==> src/rtl/alu_pkg.sv <==
// Shared definitions for the serial ALU host front end: op codes,
// sequencer state encoding and the order of operand words on inbus.
package alu_pkg;

  localparam logic [1:0] OP_ADD = 2'b00;
  localparam logic [1:0] OP_SUB = 2'b01;
  localparam logic [1:0] OP_MUL = 2'b10;
  localparam logic [1:0] OP_DIV = 2'b11;

  typedef enum logic [2:0] {
    SEQ_IDLE,
    SEQ_START,
    SEQ_LOAD,
    SEQ_RUN,
    SEQ_RESP
  } seq_state_t;

  // Operand words are loaded in this order after the load delay.
  localparam int WORD_A     = 0;
  localparam int WORD_Q     = 1;
  localparam int WORD_M     = 2;
  localparam int LOAD_WORDS = 3;

endpackage

==> src/rtl/alu_op_watchdog.sv <==
// Cycle watchdog for serial execution units: counts enabled cycles after
// a clear and flags the cycle in which the TIMEOUT-th enabled cycle occurs.
module alu_op_watchdog #(
  parameter int TIMEOUT = 64
) (
  input  logic clk,
  input  logic reset,
  input  logic clear,
  input  logic enable,
  output logic expired
);

  localparam int CW = (TIMEOUT > 2) ? $clog2(TIMEOUT) : 1;
  localparam logic [CW-1:0] LAST = CW'(TIMEOUT - 1);

  logic [CW-1:0] count;

  // The count holds the number of enabled cycles already completed, so the
  // TIMEOUT-th enabled cycle is the one that sees count == TIMEOUT-1.
  assign expired = enable && (count == LAST);

  // Clear dominates; the counter saturates once it has expired.
  always_ff @(posedge clk or negedge reset) begin
    if (!reset) begin
      count <= '0;
    end else if (clear) begin
      count <= '0;
    end else if (enable && !expired) begin
      count <= count + CW'(1);
    end
  end

endmodule

==> src/rtl/alu_host_sequencer.sv <==
// Host-side front end for the serial 8-bit ALU: accepts one request,
// drives BEGIN/op_code/inbus, gathers the two result bytes from outbus and
// returns them as a 16-bit response, aborting via watchdog if END never comes.
module alu_host_sequencer
  import alu_pkg::*;
#(
  parameter int LOAD_DELAY = 1,
  parameter int RES_LAG    = 1,
  parameter int TIMEOUT    = 64
) (
  input  logic        clk,
  input  logic        reset,
  input  logic        req_valid,
  output logic        req_ready,
  input  logic [1:0]  req_op,
  input  logic [15:0] req_opa,
  input  logic [7:0]  req_opb,
  output logic        rsp_valid,
  input  logic        rsp_ready,
  output logic [15:0] rsp_data,
  output logic        rsp_timeout,
  output logic        alu_begin,
  output logic [1:0]  alu_op_code,
  output logic [7:0]  alu_inbus,
  input  logic [7:0]  alu_outbus,
  input  logic        alu_end
);

  localparam int LCW = $clog2(LOAD_DELAY + LOAD_WORDS) + 1;
  localparam logic [LCW-1:0] LOAD_LAST = LCW'(LOAD_DELAY + LOAD_WORDS - 1);
  localparam logic [LCW-1:0] SLOT_A    = LCW'(LOAD_DELAY + WORD_A);
  localparam logic [LCW-1:0] SLOT_Q    = LCW'(LOAD_DELAY + WORD_Q);
  localparam logic [LCW-1:0] SLOT_M    = LCW'(LOAD_DELAY + WORD_M);
  localparam int HIST = RES_LAG + 1;

  seq_state_t     state, state_next;
  logic [1:0]     op_q;
  logic [15:0]    opa_q;
  logic [7:0]     opb_q;
  logic [LCW-1:0] load_cnt;
  logic [7:0]     hist [HIST];
  logic [7:0]     win  [HIST+1];
  logic           wd_clear, wd_enable, wd_expired;

  alu_op_watchdog #(
    .TIMEOUT (TIMEOUT)
  ) u_watchdog (
    .clk     (clk),
    .reset   (reset),
    .clear   (wd_clear),
    .enable  (wd_enable),
    .expired (wd_expired)
  );

  // Only RUN cycles are counted; every other state keeps the watchdog cleared.
  assign wd_enable = (state == SEQ_RUN);
  assign wd_clear  = !wd_enable;

  // Result window: index 0 is this cycle's outbus, index i is i cycles ago.
  always_comb begin
    win[0] = alu_outbus;
    for (int i = 0; i < HIST; i++) begin
      win[i+1] = hist[i];
    end
  end

  // State register.
  always_ff @(posedge clk or negedge reset) begin
    if (!reset) begin
      state <= SEQ_IDLE;
    end else begin
      state <= state_next;
    end
  end

  // Next-state decode and the per-state ALU/handshake outputs.
  always_comb begin
    state_next  = state;
    req_ready   = 1'b0;
    rsp_valid   = 1'b0;
    alu_begin   = 1'b0;
    alu_op_code = OP_ADD;
    alu_inbus   = 8'h00;
    case (state)
      SEQ_IDLE: begin
        req_ready = 1'b1;
        if (req_valid) state_next = SEQ_START;
      end
      SEQ_START: begin
        alu_begin   = 1'b1;
        alu_op_code = op_q;
        state_next  = SEQ_LOAD;
      end
      SEQ_LOAD: begin
        alu_op_code = op_q;
        if (load_cnt == SLOT_A)      alu_inbus = opa_q[15:8];
        else if (load_cnt == SLOT_Q) alu_inbus = opa_q[7:0];
        else if (load_cnt == SLOT_M) alu_inbus = opb_q;
        if (load_cnt == LOAD_LAST) state_next = SEQ_RUN;
      end
      SEQ_RUN: begin
        alu_op_code = op_q;
        if (alu_end || wd_expired) state_next = SEQ_RESP;
      end
      SEQ_RESP: begin
        rsp_valid = 1'b1;
        if (rsp_ready) state_next = SEQ_IDLE;
      end
      default: state_next = SEQ_IDLE;
    endcase
  end

  // Capture the request operands on acceptance; they stay put until the next one.
  always_ff @(posedge clk or negedge reset) begin
    if (!reset) begin
      op_q  <= 2'b00;
      opa_q <= 16'h0000;
      opb_q <= 8'h00;
    end else if (state == SEQ_IDLE && req_valid) begin
      op_q  <= req_op;
      opa_q <= req_opa;
      opb_q <= req_opb;
    end
  end

  // Load slot counter: restarts at the BEGIN cycle, advances through LOAD.
  always_ff @(posedge clk or negedge reset) begin
    if (!reset) begin
      load_cnt <= '0;
    end else if (state == SEQ_START) begin
      load_cnt <= '0;
    end else if (state == SEQ_LOAD) begin
      load_cnt <= load_cnt + LCW'(1);
    end
  end

  // Outbus history, wiped at BEGIN so an early END never sees stale bytes.
  always_ff @(posedge clk or negedge reset) begin
    if (!reset) begin
      for (int i = 0; i < HIST; i++) hist[i] <= 8'h00;
    end else if (state == SEQ_START) begin
      for (int i = 0; i < HIST; i++) hist[i] <= 8'h00;
    end else if (state == SEQ_RUN) begin
      hist[0] <= alu_outbus;
      for (int i = 1; i < HIST; i++) hist[i] <= hist[i-1];
    end
  end

  // Response latch: END takes priority over a watchdog expiry in the same cycle.
  always_ff @(posedge clk or negedge reset) begin
    if (!reset) begin
      rsp_data    <= 16'h0000;
      rsp_timeout <= 1'b0;
    end else if (state == SEQ_RUN) begin
      if (alu_end) begin
        rsp_data    <= {win[RES_LAG+1], win[RES_LAG]};
        rsp_timeout <= 1'b0;
      end else if (wd_expired) begin
        rsp_data    <= 16'h0000;
        rsp_timeout <= 1'b1;
      end
    end
  end

endmodule
==> config.mk <==
export PLATFORM = sky130hd
export DESIGN_NAME = alu_host_sequencer
export DESIGN_NICKNAME = d
export VERILOG_FILES = /design/src/rtl/alu_pkg.sv /design/src/rtl/alu_op_watchdog.sv /design/src/rtl/alu_host_sequencer.sv
export SDC_FILE = /design/constraint.sdc
export NUM_CORES = 1
export LEC_CHECK = 0
export ABC_AREA = 1
export CAP_MARGIN = 5
export CORE_AREA = 2 2 84 86
export CTS_CLUSTER_DIAMETER = 200
export DETAILED_ROUTE_END_ITERATION = 8
export DIE_AREA = 0 0 86 88
export GPL_ROUTABILITY_DRIVEN = 0
export HOLD_SLACK_MARGIN = 0.1
export PLACE_DENSITY = 0.74
export SLEW_MARGIN = 20
export SYNTH_ARGS = -nofsm -noshare
export SYNTH_HDL_FRONTEND = slang
export SYNTH_SLANG_ARGS = --single-unit
==> constraint.sdc <==
create_clock -name clk -period 1.9 [get_ports clk]
set_clock_uncertainty 0.1 [all_clocks]
set_input_delay 0.38 -clock clk [delete_from_list [all_inputs] [get_ports clk]]
set_output_delay 0.38 -clock clk [all_outputs]
set_load 0.005 [all_outputs]
==> flow_summary.yaml, run 1 <==
synth:
  syn-cell-area_sq_mm: 0.00329
  synth_top_area_cell: "dfrtp_1"
  synth_top_cell_area_share: 0.541
  syn_inst: 395
  avgSynthCellArea_sq_um: 8.32
  ys_warn_count: 0
  yosysUniqueCellTypes: 26
  ys_seq_area_frac: 0.541
  synthTopCellsByArea: "dfrtp_1 54%, nand2_1 14%, nand3_1 7.8%"
  synth_seq_cells: 71
  synth_nets: 439
grt:
  grt.overflow.total: 0
  grt_max_degree: 72
  grt_use_total: 0.249
  grt_pass1_vias: 2995
  grt_antenna_before_repair: 0
  grt_pass1_wl_um: 14400
route:
  drcViolationCount: 0
  ant_nets: 0
  num_vias: 2984
  wire_per_inst_um: 14.9
  postRouteWirelength_um: 8590
  drtIter0Drc: 144
  drt-vias-per-instance: 5.19
  first_pass_iters: 5
power:
  power_density_mw_per_mm2: 1420
  p_clk_frac: 0.163
  power.net_switching_mw: 2.65
  seq_power_share: 0.376
  intPower_mw: 3.97
  cellLeakagePower_nw: 2.36
  total_power_mw: 6.63
  max-vdd-ir-drop_mv: 0.832
  p_comb_frac: 0.461
  swShare: 0.401
setup_path:
  crit_chain: "buf_6 > buf_6 > ha_4 > clkinv_4 > buf_12 > nor3_4 > nor2_1 > o21ai_1 > inv_1 > buf_2"
  cpLargestDelayFamily: "buffers and inverters"
  r2r-start: "state[2]"
  critPathLaunch: "load_cnt[0]"
  criticalPathCategory: "reg2out"
  crit_required_ps: 1420
  cp-start-kind: "flip-flop"
  path_buf_inv: 6
  endpoint_kind: "primary output"
  slowest_stage: "dfrtp_1"
  path_common_cell: "buf_6"
  critPathMaxFanout: 8
  cp.arrival_ps: 1790
  critPathMaxStageDelay_ps: 420
final_layout:
  final_area_sq_mm: 0.00467
  seq_area_sq_mm: 0.00178
  n_fill_cell: 488
  multiInputGateArea_sq_mm: 0.00150
  layout_commonest_cell: "nand2_1"
  diodes: 0
  syn2layout_area_growth_pct: 42.2
  layout_common_cells: "115 x nand2_1, 71 x dfrtp_1, 54 x clkdlybuf4s50_1"
  nets: 535
  drive_gt1_frac: 0.220
  final_core_util: 0.704
sta:
  slew_headroom: 0.752
  slew_viol_final: 0
  finalWorstPathRequiredPeriod_ps: 2270
  setup_violations: 8
  fin_crit_sh: 1.19
  worst_slew_pin_slew_ps: 371
  setup_slack_ps: -366
  rsz0062_at_grt: "true"
  finalHoldViolations: 0
  fmax_mhz: 441
die:
  num_rows: 30
  initial_core_util: 0.495
  die_y_um: 88
  io_pins: 69
  dieArea_sq_mm: 0.00757
  dieWidth_um: 86
  core_area_sq_mm: 0.00664
clock_tree:
  htree_num_levels: 3
  root_buffer: "clkbuf_8"
  insertion_delay_ps: 350
  numCtsBuffers: 9
  clockBufferDepth: 2
  cts_sinks: 71
  cts_tree: "built"
  clk_pin_slew_ps: 70
min_path:
  min_from: "rsp_data[4]"
  worstHoldPathType: "reg2reg"
placement:
  dpl_cell_area_sq_mm: 0.00412
  place.detailed.hpwl_um: 5420
  port_buffers: 68
  preCtsSetupSlack_ps: -362
run_status:
  failed_checks: "negative setup slack"
  status: "complete, but fails checks"
run:
  max_cap_violations: 0
## path summary, 6_finish.rpt
path / endpoint / slack [ps] / cells after the start
max: alu_inbus[3] / -370 / 10
min: rsp_data[4] / 370 / 2
min reg2reg: rsp_data[4] / 370 / 2
min in group asynchronous: u_watchdog.count[2] / 480 / 3
max in group asynchronous: rsp_data[0] / 930 / 3
max reg2reg: opa_q[15] / 120 / 7
## final cells by class
| type | count | share of cell area |
|---|---|---|
| clock inverter | 5 | 0.00749 |
| clock buffer | 10 | 0.0294 |
| sequential | 71 | 0.380 |
| multi-input combinational | 273 | 0.321 |
| tap | 80 | 0.0214 |
| timing repair buffer | 104 | 0.213 |
| inverter | 32 | 0.0273 |
## cells in the mapped netlist, drive strengths merged
master,instances
buf,13
clkbuf,6
o21ai,38
nand3,51
xor2,1
o22ai,2
clkinv,1
inv,31
nor2,30
dfrtp,71
a21oi,9
nor3b,3
nand4,1
nand2,124
ha,5
nor3,9
## routing by layer
layer / wire [um] / GRT usage / vias to the layer above / share of wire
met3: 405 / 0.0386 / 17 / 0.047
met4: 210 / 0.118 / 0 / 0.024
met5: 0 / 0 / - / 0
li1: - / - / 1458 / -
met1: 3640 / 0.315 / 1388 / 0.42
met2: 4340 / 0.422 / 121 / 0.50
## sequential cells by signal (all words and copies together), names as in the netlist
name and flops:
u_watchdog.count 6, hist 16, opa_q 16, load_cnt 3, opb_q 8, op_q 2
rsp_timeout 1, rsp_data 16, state 3
## cell families (layout without fill, tap and decap cells)
logic type      after synthesis  after routing  share of synthesized area
simple gates                218            218                      0.288
compound gates               49             49                     0.0765
fa+ha+maj                     5              5                     0.0190
xor+xnor                      1              1                    0.00267
flops                        71             71                      0.541
buf+inv                      51            151                     0.0735
## stage by stage
stage,hold WS [ps],TNS (ps),cells
finish,375,-2790,575
global route,398,-3380,575
CTS,376,-2740,573
detailed placement,332,-2750,545
global placement,333,-2050,545
floorplan,-15.6,0,395
## tightest hold or removal path, stage by stage (launching register included)
cell     delay (ps)
dfrtp_1         350
nand2_1          50
nand2_1          50
## power groups by stage
stage / combinational [mW] / clock (mW) / sequential [mW]
2_1_floorplan: 1.47 / 0 / 2.35
3_3_place_gp: 2.43 / 0 / 2.42
3_5_place_dp: 2.50 / 0 / 2.42
4_1_cts: 2.87 / 1.09 / 2.46
5_1_grt: 3.39 / 1.16 / 2.55
6_report: 3.05 / 1.08 / 2.49
## what timing repair did
action	CTS	global route
buffers inserted	11	3
gates resized for setup	110	17
hold buffers	1	0
pin swaps	14	13
setup endpoints to repair	13	12
hold endpoints to repair	71	0
gates cloned	1	0
Power figures use the tool's default switching activity.
==> run 2, diff against run 1 <==
SKIP_LAST_GASP = 1   (was unset)
==> run 2 against run 1 <==
The flow still finishes with violations (negative setup slack). Sequential share of layout area is essentially flat. Non-clock buffer count grew 1. Hold slack lost 2.5 ps. Clock power is essentially flat. Via count shrank 0.13%. Utilization shrank 0.057 points. Critical path depth is the same. Sequential cell count is the same.
==> flow_summary.yaml, run 2 (synthesis gave the netlist of run 1 again) <==
setup_path:
  r2r-start: "state[0]"
  crit_required_ps: 1420
  endpoint_kind: "primary output"
  cp-start-kind: "flip-flop"
  r2r.worst_path.cells: 7
  critPathLaunch: "load_cnt[0]"
  cp.arrival_ps: 1810
  critPathMaxFanout: 8
  criticalPathCategory: "reg2out"
clock_tree:
  clockBufferDepth: 2
  root_buffer: "clkbuf_8"
  clk_pin_slew_ps: 70
  cts_tree: "built"
  htree_num_levels: 3
  insertion_delay_ps: 350
  numCtsBuffers: 9
  cts_sinks: 71
route:
  ant_nets: 0
  wire_per_inst_um: 14.9
  num_vias: 2980
  first_pass_iters: 4
  drtIter0Drc: 146
  postRouteWirelength_um: 8560
  drcViolationCount: 0
  drt-vias-per-instance: 5.17
sta:
  fin_crit_sh: 1.21
  slew_headroom: 0.757
  finalWorstPathRequiredPeriod_ps: 2290
  slew_viol_final: 0
  setup_violations: 8
  worst_slew_pin_slew_ps: 365
  finalSetupTns_ps: -2880
  setup_slack_ps: -394
  finalHoldViolations: 0
  fmax_mhz: 436
  rsz0062_at_grt: "true"
  timing.hold.ws_ps: 373
die:
  num_rows: 30
  initial_core_util: 0.495
  dieArea_sq_mm: 0.00757
  io_pins: 69
  dieWidth_um: 86
  die_y_um: 88
  core_area_sq_mm: 0.00664
power:
  max-vdd-ir-drop_mv: 0.851
  power_density_mw_per_mm2: 1420
  cellLeakagePower_nw: 2.34
run:
  max_cap_violations: 0
grt:
  grt_max_degree: 72
  grt_use_total: 0.246
  grt.overflow.total: 0
  grt_antenna_before_repair: 0
  grt_pass1_wl_um: 14300
  grt_pass1_vias: 2978
final_layout:
  drive_gt1_frac: 0.222
  diodes: 0
  reg.largest.list: "hist: 16 flops, opa_q: 16 flops, rsp_data: 16 flops"
  nets: 536
  syn2layout_area_growth_pct: 42.1
  layout_commonest_cell: "nand2_1"
  layout_common_cells: "115 x nand2_1, 71 x dfrtp_1, 54 x clkdlybuf4s50_1"
min_path:
  worstHoldPathType: "reg2reg"
  min_from: "rsp_data[4]"
  hold_depth: 2
run_status:
  status: "complete, but fails checks"
  failed_checks: "negative setup slack"
placement:
  place.detailed.hpwl_um: 5420
  port_buffers: 68
==> run 2: layout make-up <==
class,count,area (sq um)
clock buffer,10,138
clock inverter,5,35.0
fill,489,1970
inverter,32,128
multi-input combinational,273,1490
sequential,71,1780
tap,80,100
timing repair buffer,105,1010
==> run 2: worst max-delay path, stage by stage (launching register included) <==
cell and delay (ps):
dfrtp_1 410, buf_6 140, buf_6 100, ha_4 130, clkinv_4 50, buf_12 140, nor3_4 170, nor2_1 70
o21ai_1 80, inv_1 50, buf_2 120
==> run 2: layer usage <==
metal / vias to the layer above / track usage / wire (um)
li1: 1459 / - / -
met1: 1393 / 0.314 / 3600
met2: 109 / 0.407 / 4320
met3: 19 / 0.0396 / 428
met4: 0 / 0.124 / 216
met5: - / 0 / 0
==> run 2: through the flow <==
stage	utilization	std cells	area, sq um	worst slack, ps	total power, mW
floorplan	-	395	3290	138	3.82
global placement	0.621	545	4120	-264	4.85
detailed placement	0.621	545	4120	-362	4.92
CTS	0.692	573	4600	-348	6.42
global route	0.703	576	4670	-457	7.12
finish	0.703	576	4670	-394	6.65
==> run 2: final timing paths <==
check / to / slack, ps
worst max-delay path: alu_inbus[0] / -390
min in group asynchronous: rsp_data[6] / 480
worst min register to register: rsp_data[4] / 370
max in group asynchronous: hist[9] / 930
worst max register to register: opa_q[15] / 100
worst min-delay path: rsp_data[4] / 370
==> run 2: what timing repair did <==
action,in CTS,in global routing
cloned,1,0
setup endpoints to repair,13,13
pin swaps,12,13
resized for setup,103,19
buffers inserted,11,3
hold buffers,1,0
endpoints found under the hold margin,71,0
==> run 2: report_power, final <==
part           switching [mW]  total (mW)  internal (mW)  leakage [nW]
clock network           0.583        1.08          0.501        0.0881
logic                    1.65        3.08           1.44          1.33
registers               0.420        2.48           2.06         0.927
total                    2.65        6.65           4.00          2.34
